<file path="src/rtl/mips_pkg.sv">
// Shared MIPS definitions for the multiply/divide unit: op encodings, funct codes and FSM states.
package mips_pkg;

    localparam logic [1:0] OP_MULT  = 2'b00;
    localparam logic [1:0] OP_MULTU = 2'b01;
    localparam logic [1:0] OP_DIV   = 2'b10;
    localparam logic [1:0] OP_DIVU  = 2'b11;

    localparam logic [5:0] FUNCT_MULT  = 6'h18;
    localparam logic [5:0] FUNCT_MULTU = 6'h19;
    localparam logic [5:0] FUNCT_DIV   = 6'h1A;
    localparam logic [5:0] FUNCT_DIVU  = 6'h1B;

    typedef enum logic [1:0] {
        ST_IDLE = 2'd0,
        ST_CALC = 2'd1,
        ST_FIX  = 2'd2
    } md_state_e;

    // The low two funct bits double as the op encoding for the muldiv unit.
    function automatic logic is_muldiv_funct(input logic [5:0] funct);
        return (funct == FUNCT_MULT) || (funct == FUNCT_MULTU) ||
               (funct == FUNCT_DIV)  || (funct == FUNCT_DIVU);
    endfunction

endpackage

</file>
<file path="src/rtl/muldiv_step.sv">
// One radix-2 iteration: shift-add for multiply, restoring shift-subtract for divide.
module muldiv_step
    import mips_pkg::*;
#(
    parameter int WIDTH = 32
) (
    input  logic               i_isDiv,
    input  logic [2*WIDTH-1:0] i_acc,
    input  logic [WIDTH-1:0]   i_operand,
    output logic [2*WIDTH-1:0] o_acc
);

    logic [WIDTH:0] w_sum;
    logic [WIDTH:0] w_rem;
    logic [WIDTH:0] w_diff;

    // The divide remainder never exceeds 2*divisor-1, so bit WIDTH of the difference is a clean borrow.
    always_comb begin
        w_sum  = {1'b0, i_acc[2*WIDTH-1:WIDTH]} + (i_acc[0] ? {1'b0, i_operand} : '0);
        w_rem  = i_acc[2*WIDTH-1:WIDTH-1];
        w_diff = w_rem - {1'b0, i_operand};
        if (!i_isDiv) begin
            o_acc = {w_sum, i_acc[WIDTH-1:1]};
        end else if (!w_diff[WIDTH]) begin
            o_acc = {w_diff[WIDTH-1:0], i_acc[WIDTH-2:0], 1'b1};
        end else begin
            o_acc = {w_rem[WIDTH-1:0], i_acc[WIDTH-2:0], 1'b0};
        end
    end

endmodule

</file>
<file path="src/rtl/ex_muldiv.sv">
// EX-stage iterative multiply/divide unit owning the architectural HI/LO registers.
module ex_muldiv
    import mips_pkg::*;
#(
    parameter int WIDTH = 32,
    parameter int CNT_W = 6
) (
    input  logic             clk_i,
    input  logic             rst_i,
    input  logic             start_i,
    input  logic [1:0]       op_i,
    input  logic [WIDTH-1:0] rs_i,
    input  logic [WIDTH-1:0] rt_i,
    input  logic [1:0]       mt_i,
    input  logic [WIDTH-1:0] mtdata_i,
    input  logic             flush_i,
    output logic             busy_o,
    output logic             done_o,
    output logic [WIDTH-1:0] hi_o,
    output logic [WIDTH-1:0] lo_o
);

    md_state_e          r_state;
    logic [CNT_W-1:0]   r_cnt;
    logic               r_isDiv;
    logic               r_negLow;
    logic               r_negHigh;
    logic               r_done;
    logic [2*WIDTH-1:0] r_acc;
    logic [WIDTH-1:0]   r_operand;
    logic [WIDTH-1:0]   r_hi;
    logic [WIDTH-1:0]   r_lo;

    logic               w_isDivOp;
    logic               w_signed;
    logic               w_divZero;
    logic [WIDTH-1:0]   w_rsMag;
    logic [WIDTH-1:0]   w_rtMag;
    logic [2*WIDTH-1:0] w_stepAcc;
    logic [2*WIDTH-1:0] w_fixAcc;

    muldiv_step #(.WIDTH(WIDTH)) u_step (
        .i_isDiv   (r_isDiv),
        .i_acc     (r_acc),
        .i_operand (r_operand),
        .o_acc     (w_stepAcc)
    );

    // Divide-by-zero keeps the raw dividend so the remainder comes out as the original rs bits.
    always_comb begin
        w_isDivOp = (op_i == OP_DIV) || (op_i == OP_DIVU);
        w_signed  = (op_i == OP_MULT) || (op_i == OP_DIV);
        w_divZero = w_isDivOp && (rt_i == '0);
        w_rsMag   = (w_signed && rs_i[WIDTH-1] && !w_divZero) ? -rs_i : rs_i;
        w_rtMag   = (w_signed && rt_i[WIDTH-1]) ? -rt_i : rt_i;

        w_fixAcc = r_acc;
        if (!r_isDiv) begin
            if (r_negLow) w_fixAcc = -r_acc;
        end else begin
            if (r_negLow)  w_fixAcc[WIDTH-1:0]       = -r_acc[WIDTH-1:0];
            if (r_negHigh) w_fixAcc[2*WIDTH-1:WIDTH] = -r_acc[2*WIDTH-1:WIDTH];
        end
    end

    always_ff @(posedge clk_i) begin
        if (rst_i) begin
            r_state   <= ST_IDLE;
            r_cnt     <= '0;
            r_isDiv   <= 1'b0;
            r_negLow  <= 1'b0;
            r_negHigh <= 1'b0;
            r_done    <= 1'b0;
            r_acc     <= '0;
            r_operand <= '0;
            r_hi      <= '0;
            r_lo      <= '0;
        end else begin
            r_done <= 1'b0;
            case (r_state)
                ST_IDLE: begin
                    if (mt_i[1]) r_hi <= mtdata_i;
                    if (mt_i[0]) r_lo <= mtdata_i;
                    if (start_i && !flush_i) begin
                        r_isDiv   <= w_isDivOp;
                        r_negLow  <= w_signed && !w_divZero && (rs_i[WIDTH-1] ^ rt_i[WIDTH-1]);
                        r_negHigh <= w_signed && !w_divZero && w_isDivOp && rs_i[WIDTH-1];
                        r_acc     <= {{WIDTH{1'b0}}, (w_isDivOp ? w_rsMag : w_rtMag)};
                        r_operand <= w_isDivOp ? w_rtMag : w_rsMag;
                        r_cnt     <= '0;
                        r_state   <= ST_CALC;
                    end
                end
                ST_CALC: begin
                    if (flush_i) begin
                        r_state <= ST_IDLE;
                    end else begin
                        r_acc <= w_stepAcc;
                        r_cnt <= r_cnt + 1'b1;
                        if (r_cnt == CNT_W'(WIDTH - 1)) r_state <= ST_FIX;
                    end
                end
                ST_FIX: begin
                    r_state <= ST_IDLE;
                    if (!flush_i) begin
                        r_hi   <= w_fixAcc[2*WIDTH-1:WIDTH];
                        r_lo   <= w_fixAcc[WIDTH-1:0];
                        r_done <= 1'b1;
                    end
                end
                default: r_state <= ST_IDLE;
            endcase
        end
    end

    assign busy_o = (r_state != ST_IDLE);
    assign done_o = r_done;
    assign hi_o   = r_hi;
    assign lo_o   = r_lo;

endmodule

</file>
<file path="config.mk">
export PLATFORM = sky130hd
export DESIGN_NAME = ex_muldiv
export DESIGN_NICKNAME = d
export VERILOG_FILES = /design/src/rtl/mips_pkg.sv /design/src/rtl/muldiv_step.sv /design/src/rtl/ex_muldiv.sv
export SDC_FILE = /design/constraint.sdc
export NUM_CORES = 1
export LEC_CHECK = 0
export BUFFER_PORTS_ARGS = -buffer_cell sky130_fd_sc_hd__buf_2
export CAP_MARGIN = 20
export CORE_MARGIN = 2
export CORE_UTILIZATION = 46
export CTS_CLUSTER_DIAMETER = 60
export DETAILED_ROUTE_END_ITERATION = 7
export HOLD_SLACK_MARGIN = 0.15
export PLACE_DENSITY = 0.65
export SLEW_MARGIN = 30
export SYNTH_ARGS = -nofsm -noshare
export SYNTH_HDL_FRONTEND = slang
export SYNTH_SLANG_ARGS = --single-unit
</file>
<file path="constraint.sdc">
create_clock -name clk_i -period 7.4 [get_ports clk_i]
set_input_delay 1.11 -clock clk_i [delete_from_list [all_inputs] [get_ports clk_i]]
set_output_delay 1.11 -clock clk_i [all_outputs]
set_load 0.03 [all_outputs]
</file>
* Word level (Yosys, flattened, before mapping) *
Index checks and enable logic that the tools add are counted.

storage, ports and cells
  flip-flop bits (word level) = 172
  input bits = 104
  output and inout port bits = 66

operators by class
  $add $sub $neg = 8
  equal/unequal tests = 11
  mux-type cells = 28
  bitwise logic cells = 2
  reductions and logical operators = 25

operators with widths
  operator             number
  $mux 64              6
  $mux 32              11
  $neg 32->32          4
  $pmux 32 s2          2
  $pmux 64 s2          1
  $neg 64->64          1
  $add 32x33->33       1
  $sub 33x32->33       1
  $logic_not 32->1     1
  $mux 6               2
  $pmux 6 s2           1
  $ne 2x2->1 const B   5
  $logic_and 1x1->1    9
  $reduce_and 3->1     3
  $add 6x1->6 const B  1
  $eq 2x2->1 const B   3
  $eq 6x5->1 const B   1
  $mux 2               3
  $reduce_bool 2->1    3
  $logic_not 2->1      2
  $pmux 2 s2           1
  $reduce_and 2->1     2
  $ne 3x3->1 const B   1
  $eq 2x1->1 const B   1
  other kinds (6)      8

* Logic depth before layout (Yosys ltp) *
  word-level depth = 9
  gate-level depth with buffers = 14
  depth with buffers taken out = 13

* Cells and area by module *
A second synthesis with hierarchy kept.

unflattened totals
  cell total of the unflattened synthesis = 1975
  area, all modules = 14906.8 µm²

modules (own cells, without submodules)
  module       instances  cells each  area each (µm²)  sequential area each (µm²)
  ex_muldiv    1          1281        10139.7          3443.3
  muldiv_step  1          694         4767.1           0.0

* Worst setup path after synthesis *
No wires, ideal clock.

  kind = input -> register
  start point = input port rt_i[0]
  end point = register r_acc[21]
  data arrival time = 3.319 ns
  slack = 3.959 ns
  stages on the path = 11
  buffers on the path = 1
  path through = inv_1 > ha_1 > or3b_2 > nor3_1 > nand4_1 > o211a_1 > buf_2 > nand2_1 > xor2_1 > a211oi_1 > a221o_1

on the way
  word-level cells in the longest chain between the ends = 8
  elaborated cells between the ends (all ways) = 10
  those cells by class = add/sub: 1; mux: 5; reduce/logical: 4

RTL lines
  item                                                 RTL line         text
  start: declaration                                   ex_muldiv.sv:13  input logic [WIDTH-1:0] rt_i,
  branches (longest 5 deep; another with $neg 32->32)  --
  $mux 32 *                                            ex_muldiv.sv:88  r_acc <= {{WIDTH{1'b0}}, (w_isDivOp ? w_rsMag : w_rtMag)};
  $mux 64 *                                            ex_muldiv.sv:84  if (start_i && !flush_i) begin
  $pmux 64 s2 *                                        ex_muldiv.sv:80  case (r_state)
  end signal: assignment                               ex_muldiv.sv:88
  end signal: assignment                               ex_muldiv.sv:98  r_acc <= w_stepAcc;
  end: declaration                                     ex_muldiv.sv:29  logic [2*WIDTH-1:0] r_acc;

Every way passes the cells marked *. The select of a mux whose other input is x is not followed.
A chain may end at the register's enable or synchronous reset.

* Final worst setup path *
  start point = register r_acc[0]
  end point = register r_acc[61]

on the way
  word-level cells in the longest chain between the ends = 5

RTL lines
  item            RTL line           text
  $mux 32         muldiv_step.sv:19  w_sum = {1'b0, i_acc[2*WIDTH-1:WIDTH]} + (i_acc[0] ? {1'b0, i_operand} : '0);
  $add 32x33->33  muldiv_step.sv:19
  $mux 64         muldiv_step.sv:22  if (!i_isDiv) begin
  $mux 64         ex_muldiv.sv:95    if (flush_i) begin
  $pmux 64 s2     ex_muldiv.sv:80

No other way between the ends. The select of a mux whose other input is x is not followed.

==> impl_results.md <==
* Largest net degree at the start of global routing at 82
* Post-synthesis adder-cell area fraction at 6.20%
* Cell Area, Placed at 15600 um2
* Initial DRC count at 1580
* Post-synth cell types at 89
* Final Util at 51.5%
* Max Root-Sink Buffers at 2
* Area grow syn2layout at 10.8%
* Total power at 2.74 mW
* Internal power at approximately 1.7 mW
* Worst setup SP type: flip-flop
* HPWL Detailed at 41100 um
* Yosys reg bits at ~170
* Leak pwr at between 6 and 7 nW
* Syn. warnings at 0
* Via-to-Cell Ratio at 6.21
* Port Buf Inserts at 169
* Drt drc at 0
* Worst-Margin Slew at between 0.9 and 1 ns
* Layout cells sized above 1 at 14.1%
* Syn Nets at 2120
* WS Path Type: flip-flop to flip-flop
* ANT nets after route at 0
* Clk_lat worst skew at around 0.45 ns
* Setup Skew at between 0.01 and 0.015 ns
* Sw frac at 37.3%
* Drt wl/cell at 22.0 um
* Top post-synthesis cells by area: dfxtp_1, a21oi_1, nor2_1
* Htree depth at 4
* Worst hold slack at 0.460 ns
* CTS tree: done
* Final Hold Vio Count at 0
* Area of the multi-input gates at 10400 um2
* First-pass GRT wire length at 81300 um
* Routability Congestion at 0.997
* Reg area at 3440 um2
* Core area at ~31000 um2
* CP arrival at 4.76 ns
* Headroom to the max-slew limit at a little under two fifths
* Synthesized area at 14600 um2
* Most frequent cells in the layout: nor2_1, a21oi_1, dfxtp_1, buf_2, nand2_1
* Full die area at 33100 um2
* Leading area contributor after synthesis: dfxtp_1
* Overflow left after global routing at 0
* Inst Count DP at approximately 2400
* Peak VDD IR at 0.000160 V
* Num rows at 65
* Clock Root Buffer: clkbuf_16
* Final instance area at 16200 um2
* Routed WL at 53700 um
* Syn Inst Count at 1945
* Setup_tns at 0 ns
* Nature of the critical path endpoint: flip-flop
* Die Ht at 182 um
* Ys async rst share at 0%
* Ant. Diodes at 0
* Post-synthesis compound-gate area fraction at just under 30%
* TritonCTS Sinks at approximately 170
* Primary FF master, synth: dfxtp_1
* Post-synthesis sequential area ratio at 23.6%
* Pwr per Cell Area at 169 nW/um2
* Vias in the first global route at 14000
* Initial Util at 46.4%
* CTS Buf Count at 17
* Number of synthesized flops with an enable pin at 0
* Sequential Power Share at 38.3%
* Clk slew on worst S/H paths at 0.08 ns
* Peak Freq at ~0.23 GHz
* Most common cell after layout, fill and taps aside: nor2_1
* Nets@finish at roughly 2200
* CTS resizes at 0
* IO Pins at 170
* Psw at 1.02 mW
* Global-route usage over all layers at 31.4%
* Final min period at 4.40 ns
* DRT Pass-1 Iters at 5
* Slew Viols, Final at 0
* Initial antenna violation count at 1
* Post-Synth XOR/XNOR Area at 10.2%
* Fillers at 3178
* Hold Buf Count CTS at 0
* HP Class: flip-flop to flip-flop
* Gate power share at between 20 and 30%
* Fin cells at 2439
* RSZ-0062 raised after global routing: no
* Data required time at the worst endpoint at 7.76 ns
* Dpl ws at slightly above 3 ns
* Clock share of power at roughly a third
* Via count at 15200
* Die width at ~180 um
* Fraction of synthesized area in multiplexers at under 10%
* Simple-gate share of the synthesized area at 20.7%
* Main combinational cell family by area after synthesis: compound AO/OA/AOI/OAI gates
* Final Setup Violations at 0
* MaxCap Viol Count at 0
* Outcome: completed
* Setup WS post-layout at 3.00 ns
* Setup Fix Bufs, Post-CTS at 0
* Worst Path Max Fanout at 30
* Post-synth top area share at about a quarter
* Mean Syn Cell Area at between 7 and 8 um2
* Final Cycle Share at 59.5%
metal layers:
metal / share of wire [%] / GRT usage, %
met1: 44 / 43.0
met2: 44 / 49.2
met3: 8.3 / 4.93
met4: 4.0 / 13.4
met5: 0 / 0
state kept, by name (all words and copies together) (netlist names):
signal / flops
r_negLow: 1
r_acc: 64
r_state: 2
r_cnt: 6
r_operand: 32
done_o: 1
lo_o: 32
hi_o: 32
r_negHigh: 1
r_isDiv: 1
logic make-up after synthesis:
| group | Yosys count |
|---|---|
| flip-flops | 172 |
| adder cells (fa/ha/maj) | 71 |
| multiplexers | 70 |
| AO/OA/AOI/OAI | 648 |
| AND/OR/NAND/NOR | 624 |
| XOR/XNOR | 170 |
| buffers and inverters | 190 |
power by group through the flow:
stage | Combinational [mW] | Sequential, mW | Clock, mW
detailed placement | 0.750 | 1.07 | 0
floorplan | 0.508 | 1.07 | 0
CTS | 0.753 | 1.04 | 0.926
global placement | 0.744 | 1.06 | 0
finish | 0.765 | 1.05 | 0.924
global route | 0.825 | 1.05 | 0.962
worst paths after layout:
path,end,from,depth (start not counted),slack [ns]
max reg2reg,r_acc[61]$_SDFFE_PP0P_,r_acc[0]$_SDFFE_PP0P_,13,3.00
max,r_acc[61]$_SDFFE_PP0P_,r_acc[0]$_SDFFE_PP0P_,13,3.00
min,hi_o[14]$_SDFFE_PP0P_,hi_o[14]$_SDFFE_PP0P_,2,0.46
min reg2reg,hi_o[14]$_SDFFE_PP0P_,hi_o[14]$_SDFFE_PP0P_,2,0.46
synth_stat cells (all sizes together) (37+ instances only):
cell type	n
a21o	37
nor3	46
a211oi	46
o21ai	143
nand2	146
xor2	97
nor2	244
a21oi	186
clkbuf	96
mux2i	60
dfxtp	172
xnor2	73
inv	61
ha	69
area by class of cell:
cell class / instances / share of cell area, %
Timing Repair Buffer: 188 / 6.12
Inverter: 62 / 1.44
Sequential cell: 172 / 21.3
Clock buffer: 18 / 2.72
Multi-Input combinational cell: 1583 / 64.4
Clock inverter: 14 / 0.906
Tap cell: 402 / 3.11
critical path: stages, from the launching register on:
cell	delay, ns
dfxtp_1	0.59
inv_1	0.13
buf_4	0.27
nor2_1	0.14
ha_1	0.30
a211oi_1	0.22
nor2_1	0.11
nor4b_1	0.73
o41ai_2	0.22
a211oi_1	0.63
nor3_1	0.24
o21a_1	0.25
o221a_2	0.24
a211oi_1	0.21
Note: power is estimated with default switching activity, not from simulation.
